File: config.mk
export PLATFORM = sky130hd
export DESIGN_NAME = blink_lcd_fetch
export DESIGN_NICKNAME = d
export VERILOG_FILES = /design/src/rtl/blink_lcd_fetch_pkg.sv /design/src/rtl/blink_lcd_fetch_fifo2.sv /design/src/rtl/blink_lcd_fetch.sv
export SDC_FILE = /design/constraint.sdc
export NUM_CORES = 1
export LEC_CHECK = 0
export ABC_AREA = 1
export CELL_PAD_IN_SITES_DETAIL_PLACEMENT = 1
export CELL_PAD_IN_SITES_GLOBAL_PLACEMENT = 1
export CORE_MARGIN = 1.5
export CORE_UTILIZATION = 35
export DETAILED_ROUTE_END_ITERATION = 10
export PLACE_DENSITY = 0.77
export REMOVE_ABC_BUFFERS = 1
export SYNTH_ARGS = -nofsm -noshare
export SYNTH_HDL_FRONTEND = slang
export SYNTH_SLANG_ARGS = --single-unit
File: constraint.sdc
create_clock -name mck -period 2.2 [get_ports mck]
set_input_delay 0.22 -clock mck [delete_from_list [all_inputs] [get_ports mck]]
set_output_delay 0.22 -clock mck [all_outputs]
set_load 0.05 [all_outputs]
File: src/rtl/blink_lcd_fetch_pkg.sv
// Shared encodings and address helpers for the blink LCD display fetch path.
package blink_lcd_fetch_pkg;

  typedef enum logic [1:0] {ST_IDLE, ST_ARB, ST_ACC, ST_PUSH} state_e;
  typedef enum logic [1:0] {STEP_LO, STEP_HI, STEP_FONT} step_e;

  localparam int ATTR_HRS   = 5;
  localparam int ATTR_CODE8 = 0;
  localparam int ATTR_CODE9 = 1;

  localparam logic [8:0] LORES0_BASE = 9'h1C0;
  localparam logic [9:0] HIRES1_BASE = 10'd768;

  localparam int CELL_W = 18;

  // code is {hi[1:0], lo}; lores only looks at the low 9 bits
  function automatic logic [21:0] font_addr(input logic        hrs,
                                            input logic [9:0]  code,
                                            input logic [2:0]  pl,
                                            input logic [12:0] pb0,
                                            input logic [9:0]  pb1,
                                            input logic [8:0]  pb2,
                                            input logic [10:0] pb3);
    logic [21:0] a;
    if (hrs) begin
      if (code >= HIRES1_BASE) a = {pb3, code[7:0], pl};
      else                     a = {pb2, code, pl};
    end else begin
      if (code[8:0] >= LORES0_BASE) a = {pb0, code[5:0], pl};
      else                          a = {pb1, code[8:0], pl};
    end
    font_addr = a;
  endfunction

endpackage

File: src/rtl/blink_lcd_fetch_fifo2.sv
// Two-entry valid/ready FIFO between the fetch scheduler and the LCD serializer.
module lcd_fifo2 #(
  parameter int W = 18
) (
  input  logic         clk_i,
  input  logic         rst_n_i,
  input  logic         flush_i,
  input  logic         push_i,
  input  logic [W-1:0] data_i,
  output logic         full_o,
  output logic         valid_o,
  input  logic         ready_i,
  output logic [W-1:0] data_o
);

  logic [W-1:0] mem_q [2];
  logic         wr_q, rd_q;
  logic [1:0]   cnt_q;
  logic         do_push, do_pop;

  assign valid_o = (cnt_q != 2'd0);
  assign full_o  = (cnt_q == 2'd2);
  assign do_pop  = valid_o & ready_i;
  // a full FIFO can still accept when its head leaves in the same cycle
  assign do_push = push_i & (!full_o | do_pop);
  assign data_o  = valid_o ? mem_q[rd_q] : '0;

  always_ff @(posedge clk_i or negedge rst_n_i) begin
    if (!rst_n_i) begin
      mem_q[0] <= '0;
      mem_q[1] <= '0;
      wr_q     <= 1'b0;
      rd_q     <= 1'b0;
      cnt_q    <= 2'd0;
    end else if (flush_i) begin
      wr_q  <= 1'b0;
      rd_q  <= 1'b0;
      cnt_q <= 2'd0;
    end else begin
      if (do_push) begin
        mem_q[wr_q] <= data_i;
        wr_q        <= ~wr_q;
      end
      if (do_pop) rd_q <= ~rd_q;
      case ({do_push, do_pop})
        2'b10:   cnt_q <= cnt_q + 2'd1;
        2'b01:   cnt_q <= cnt_q - 2'd1;
        default: cnt_q <= cnt_q;
      endcase
    end
  end

endmodule

File: src/rtl/blink_lcd_fetch.sv
// Display fetch scheduler: steals ma-bus cycles from the Z80 to walk screen
// cells (lo, hi, font) and queue {font, attribute} cells for the serializer.
module blink_lcd_fetch
  import blink_lcd_fetch_pkg::*;
#(
  parameter int COLS       = 106,
  parameter int LINES      = 64,
  parameter int MEM_LAT    = 2,
  parameter int STARVE_MAX = 8
) (
  input  logic        mck,
  input  logic        rin_n,
  input  logic        lcd_on,
  input  logic        frame_tick,
  input  logic [12:0] pb0,
  input  logic [9:0]  pb1,
  input  logic [8:0]  pb2,
  input  logic [10:0] pb3,
  input  logic [10:0] sbr,
  input  logic        cpu_req,
  output logic        cpu_wait_n,
  output logic        disp_gnt,
  output logic [21:0] disp_ma,
  output logic        disp_roe_n,
  input  logic [7:0]  mem_di,
  output logic        pix_valid,
  input  logic        pix_ready,
  output logic [7:0]  pix_font,
  output logic [7:0]  pix_attr,
  output logic        pix_sol,
  output logic        pix_sof,
  output logic        busy
);

  localparam int LAT_W = $clog2(MEM_LAT + 1);
  localparam int SW    = $clog2(STARVE_MAX + 1);

  state_e             state_q, state_d;
  step_e              step_q, step_d;
  logic [6:0]         col_q, col_d;
  logic [5:0]         line_q, line_d;
  logic [LAT_W-1:0]   lat_q, lat_d;
  logic [SW-1:0]      starve_cnt_q, starve_cnt_d, starve_inc;
  logic               starve_q, starve_d;
  logic [7:0]         lo_q, lo_d, hi_q, hi_d, font_q, font_d;
  logic [10:0]        sbr_s_q, sbr_s_d;
  logic [12:0]        pb0_s_q, pb0_s_d;
  logic [9:0]         pb1_s_q, pb1_s_d;
  logic [8:0]         pb2_s_q, pb2_s_d;
  logic [10:0]        pb3_s_q, pb3_s_d;
  logic               push, flush, fifo_full;
  logic               sol;
  logic [21:0]        acc_addr;
  logic [CELL_W-1:0]  cell_in, cell_out;

  always_ff @(posedge mck or negedge rin_n) begin
    if (!rin_n) begin
      state_q      <= ST_IDLE;
      step_q       <= STEP_LO;
      col_q        <= '0;
      line_q       <= '0;
      lat_q        <= '0;
      starve_cnt_q <= '0;
      starve_q     <= 1'b0;
      lo_q         <= '0;
      hi_q         <= '0;
      font_q       <= '0;
      sbr_s_q      <= '0;
      pb0_s_q      <= '0;
      pb1_s_q      <= '0;
      pb2_s_q      <= '0;
      pb3_s_q      <= '0;
    end else begin
      state_q      <= state_d;
      step_q       <= step_d;
      col_q        <= col_d;
      line_q       <= line_d;
      lat_q        <= lat_d;
      starve_cnt_q <= starve_cnt_d;
      starve_q     <= starve_d;
      lo_q         <= lo_d;
      hi_q         <= hi_d;
      font_q       <= font_d;
      sbr_s_q      <= sbr_s_d;
      pb0_s_q      <= pb0_s_d;
      pb1_s_q      <= pb1_s_d;
      pb2_s_q      <= pb2_s_d;
      pb3_s_q      <= pb3_s_d;
    end
  end

  assign starve_inc = starve_cnt_q + 1'b1;

  always_comb begin
    state_d      = state_q;
    step_d       = step_q;
    col_d        = col_q;
    line_d       = line_q;
    lat_d        = lat_q;
    starve_cnt_d = starve_cnt_q;
    starve_d     = starve_q;
    lo_d         = lo_q;
    hi_d         = hi_q;
    font_d       = font_q;
    sbr_s_d      = sbr_s_q;
    pb0_s_d      = pb0_s_q;
    pb1_s_d      = pb1_s_q;
    pb2_s_d      = pb2_s_q;
    pb3_s_d      = pb3_s_q;
    push         = 1'b0;
    flush        = 1'b0;
    case (state_q)
      ST_IDLE: begin
        if (frame_tick && lcd_on) begin
          state_d      = ST_ARB;
          step_d       = STEP_LO;
          col_d        = '0;
          line_d       = '0;
          starve_cnt_d = '0;
          starve_d     = 1'b0;
          sbr_s_d      = sbr;
          pb0_s_d      = pb0;
          pb1_s_d      = pb1;
          pb2_s_d      = pb2;
          pb3_s_d      = pb3;
        end
      end
      ST_ARB: begin
        if (!lcd_on) begin
          state_d = ST_IDLE;
          flush   = 1'b1;
        end else begin
          if (cpu_req && !starve_q) begin
            starve_cnt_d = starve_inc;
            if (starve_inc == SW'(STARVE_MAX)) starve_d = 1'b1;
          end
          // LO only starts with a free slot, so PUSH never meets a full FIFO
          if ((step_q != STEP_LO || !fifo_full) && (!cpu_req || starve_q)) begin
            state_d = ST_ACC;
            lat_d   = LAT_W'(MEM_LAT - 1);
          end
        end
      end
      ST_ACC: begin
        if (lat_q == '0) begin
          case (step_q)
            STEP_LO: lo_d   = mem_di;
            STEP_HI: hi_d   = mem_di;
            default: font_d = mem_di;
          endcase
          starve_cnt_d = '0;
          starve_d     = 1'b0;
          if (!lcd_on) begin
            state_d = ST_IDLE;
            flush   = 1'b1;
          end else if (step_q == STEP_FONT) begin
            state_d = ST_PUSH;
          end else begin
            state_d = ST_ARB;
            step_d  = (step_q == STEP_LO) ? STEP_HI : STEP_FONT;
          end
        end else begin
          lat_d = lat_q - 1'b1;
        end
      end
      ST_PUSH: begin
        step_d = STEP_LO;
        if (!lcd_on) begin
          state_d = ST_IDLE;
          flush   = 1'b1;
        end else begin
          push    = 1'b1;
          state_d = ST_ARB;
          if (col_q == 7'(COLS - 1)) begin
            col_d = '0;
            if (line_q == 6'(LINES - 1)) state_d = ST_IDLE;
            else                         line_d  = line_q + 1'b1;
          end else begin
            col_d = col_q + 1'b1;
          end
        end
      end
      default: state_d = ST_IDLE;
    endcase
  end

  always_comb begin
    acc_addr = {sbr_s_q, line_q[5:3], col_q, step_q == STEP_HI};
    if (step_q == STEP_FONT)
      acc_addr = font_addr(hi_q[ATTR_HRS], {hi_q[ATTR_CODE9:ATTR_CODE8], lo_q},
                           line_q[2:0], pb0_s_q, pb1_s_q, pb2_s_q, pb3_s_q);
  end

  assign disp_gnt   = (state_q == ST_ACC);
  assign disp_roe_n = !disp_gnt;
  assign disp_ma    = disp_gnt ? acc_addr : '0;
  assign cpu_wait_n = !(disp_gnt && (cpu_req || starve_q));
  assign busy       = (state_q != ST_IDLE);

  assign sol     = (col_q == 7'd0);
  assign cell_in = {sol && (line_q == 6'd0), sol, hi_q, font_q};

  lcd_fifo2 #(.W(CELL_W)) u_fifo (
    .clk_i   (mck),
    .rst_n_i (rin_n),
    .flush_i (flush),
    .push_i  (push),
    .data_i  (cell_in),
    .full_o  (fifo_full),
    .valid_o (pix_valid),
    .ready_i (pix_ready),
    .data_o  (cell_out)
  );

  assign {pix_sof, pix_sol, pix_attr, pix_font} = cell_out;

endmodule

==> impl_metrics.ini <==
[power_and_ir_drop]
peakVddDrop_mv = 0.578
p_int_uw = 7260
power.net_switching_uw = 5290
p_seq_frac = 0.333
switching_share = 0.421
pwr-share-clk = 0.237
p_leak_uw = 0.00450
powerDensity_mw_per_mm2 = 1340
power_frac_comb = 0.430

[synthesis]
ys_seq_area_frac = 0.510
synth-warning-count = 0
ys_ff_latch = 142
synth_cell_types = 32
synthCells = 860
synth_area_sq_mm = 0.00696
avgSynthCellArea_sq_um = 8.10

[layout]
drive_gt1_frac = 0.168
layout_common_cells = nand2_1 (296), dfrtp_1 (141), inv_1 (77)
layout.core_utilization = 0.482
fillCellCount = 2259
diodes = 0
fin_cells = 1261
seqCellArea_sq_mm = 0.00355
mostFrequentLayoutCell = nand2_1
multiInputGateArea_sq_mm = 0.00289
nets = 1058
area_delta_synth_final_pct = 34.7

[route]
drt-initial-drc-count = 216
dr_wl_met2_um = 10200
wl_met1_um = 9010
met3_length_um = 1170
routed.top_layer = met4
wl_um = 20500
wire_per_inst_um = 16.3
ant_nets = 0
vias = 6197
viasPerCell = 4.91
drcViolationCount = 0
drt_first_pass_iters = 4

[timing]
period_share = 0.966
setup_slack_ps = 75.2
rsz0062_at_grt = yes
hold_viol = 0
finalCriticalPeriod_ps = 2120
timing.fmax_mhz = 471
skew_ps = 6.60
worstMarginPinSlew_ps = 592
timing.slew.headroom = 0.603
drv_slew = 0
finalSetupViolCount = 0

[global_routing]
globalRouteTotalUtil = 0.207
grt_pass1_wl_um = 33000
grt_overflow = 0
grt_start_max_net_pins = 53
grt_pass1_vias = 6424
antenna_found_initial = 0

[clocking]
clk_latency_ps = 420
htree_levels = 4
cts_tree = built
cts.path.max_buffers = 2
cts.sinks = 142
root_buffer = clkbuf_16
clkTransAtPathRegs_ps = 60
cts_buffers = 17

[floorplanning]
initial_core_util = 0.358
dieArea_sq_mm = 0.0208
fp.dieW_um = 144
die_h_um = 144
io_pins = 113
core_sq_mm = 0.0195
fp-row-count = 51

[place]
dp_worst_setup_slack_ps = 308
io_buffers = 112
gp_congestion = 0.821
dpl.cell_count = 1225
place_hpwl_um = 14000

[worst_setup_path]
worstSetupPathType = flip-flop to output port
cp_max_fo = 8
cp-start-kind = flip-flop
critPathArrivalTime_ps = 1900
required_ps = 1980
crit_path_end_kind = output port

[min_path]
hp-class = primary input to asynchronous set/reset pin

[job]
drv_cap = 0

[outcome]
outcome = finished clean
what timing repair did:
item	in CTS	in global routing
gates resized for setup	9	20
hold buffers	1	0
buffers inserted	1	1
endpoints found under the hold margin	43	0
pin swaps	0	1
endpoints found under the setup margin	21	17
gates cloned	0	1
routing by layer:
metal | up-vias | GRT usage
li1 | 3025 | -
met4 | 0 | 0.0473
met3 | 19 | 0.0619
met1 | 3039 | 0.255
met5 | - | 0
met2 | 114 | 0.357
registers in the layout (all words and copies together) (netlist names):
| signal | cells |
|---|---|
| u_fifo.mem_q | 36 |
| u_fifo.rd_q | 1 |
| font_q | 8 |
| line_q | 6 |
| sbr_s_q | 11 |
| lat_q | 2 |
| col_q | 7 |
| pb0_s_q | 13 |
| state_q | 2 |
| hi_q | 8 |
| starve_cnt_q | 4 |
| pb2_s_q | 9 |
| lo_q | 8 |
| starve_q | 1 |
| u_fifo.wr_q | 1 |
| step_q | 2 |
| u_fifo.cnt_q | 2 |
| pb3_s_q | 11 |
| pb1_s_q | 10 |
power groups by stage:
stage,clock network (uW),registers (uW),logic [uW]
floorplan,0,4080,3480
global placement,0,4150,5130
detailed placement,0,4200,5270
CTS,3030,4180,5380
global route,3150,4300,5950
finish,2970,4180,5400
cell usage after synthesis:
library cell	count	area [sq um]
a21oi_1	52	260
a31oi_1	8	50.1
buf_2	11	55.1
buf_4	10	75.1
buf_6	7	78.8
clkbuf_1	9	33.8
clkinv_1	2	7.51
dfrtp_1	142	3550
ha_1	7	87.6
inv_1	80	300
inv_2	3	11.3
inv_4	1	6.26
mux2i_1	1	10.0
nand2_1	297	1110
nand2_2	6	37.5
nand2_4	1	11.3
nand3_1	33	165
nand3_2	2	20.0
nand3b_1	1	7.51
nand4_1	6	37.5
nor2_1	25	93.8
nor2_2	3	18.8
nor2_4	3	33.8
nor3_1	1	5.00
nor3_4	1	16.3
o211ai_1	9	67.6
o21ai_0	68	340
o21ai_1	38	190
o21ai_2	26	228
o22ai_1	1	6.26
o31ai_1	3	22.5
or2_2	3	18.8
metrics by stage:
step | setup TNS (ps) | power (uW) | hold slack (ps) | instance area (sq um)
after global routing | -20.4 | 13400 | 335 | 9380
after floorplan | -7290 | 7550 | -75.6 | 6720
after global placement | 0 | 9290 | 186 | 8620
after detailed placement | 0 | 9470 | 195 | 8620
final | 0 | 12500 | 293 | 9380
after CTS | 0 | 12600 | 310 | 9280
layout make-up:
cell class                 count  area share
multi-input combinational    595       0.308
tap                          265      0.0353
clock buffer                  20      0.0476
sequential                   142       0.379
timing repair buffer         141       0.177
inverter                      86      0.0352
clock inverter                12      0.0173
cells by family after synthesis:
group | after synthesis | share of synthesized area
compound gates | 205 | 0.167
fa+ha+maj | 7 | 0.0126
buf+inv | 123 | 0.0816
flops | 142 | 0.510
mux | 1 | 0.00144
simple gates | 382 | 0.227
path summary, 6_finish.rpt:
path                       startpoint         endpoint  slack, ps  cells past startpoint
setup / recovery           state_q[1]       disp_roe_n         80                      2
hold reg to reg            sbr_s_q[3]       sbr_s_q[3]        480                      2
min in group mck              pb0[10]      pb0_s_q[10]        330                      3
setup reg to reg           state_q[1]       pb2_s_q[3]        530                      7
max in group asynchronous       rin_n       pb0_s_q[9]       1240                      3
hold / removal                  rin_n  u_fifo.mem_q[7]        290                      2
worst max-delay path: stages (launching register included):
cell	delay, ps
dfrtp_2	470
nand2_4	170
clkdlybuf4s50_1	840
Power figures use the tool's default switching activity.
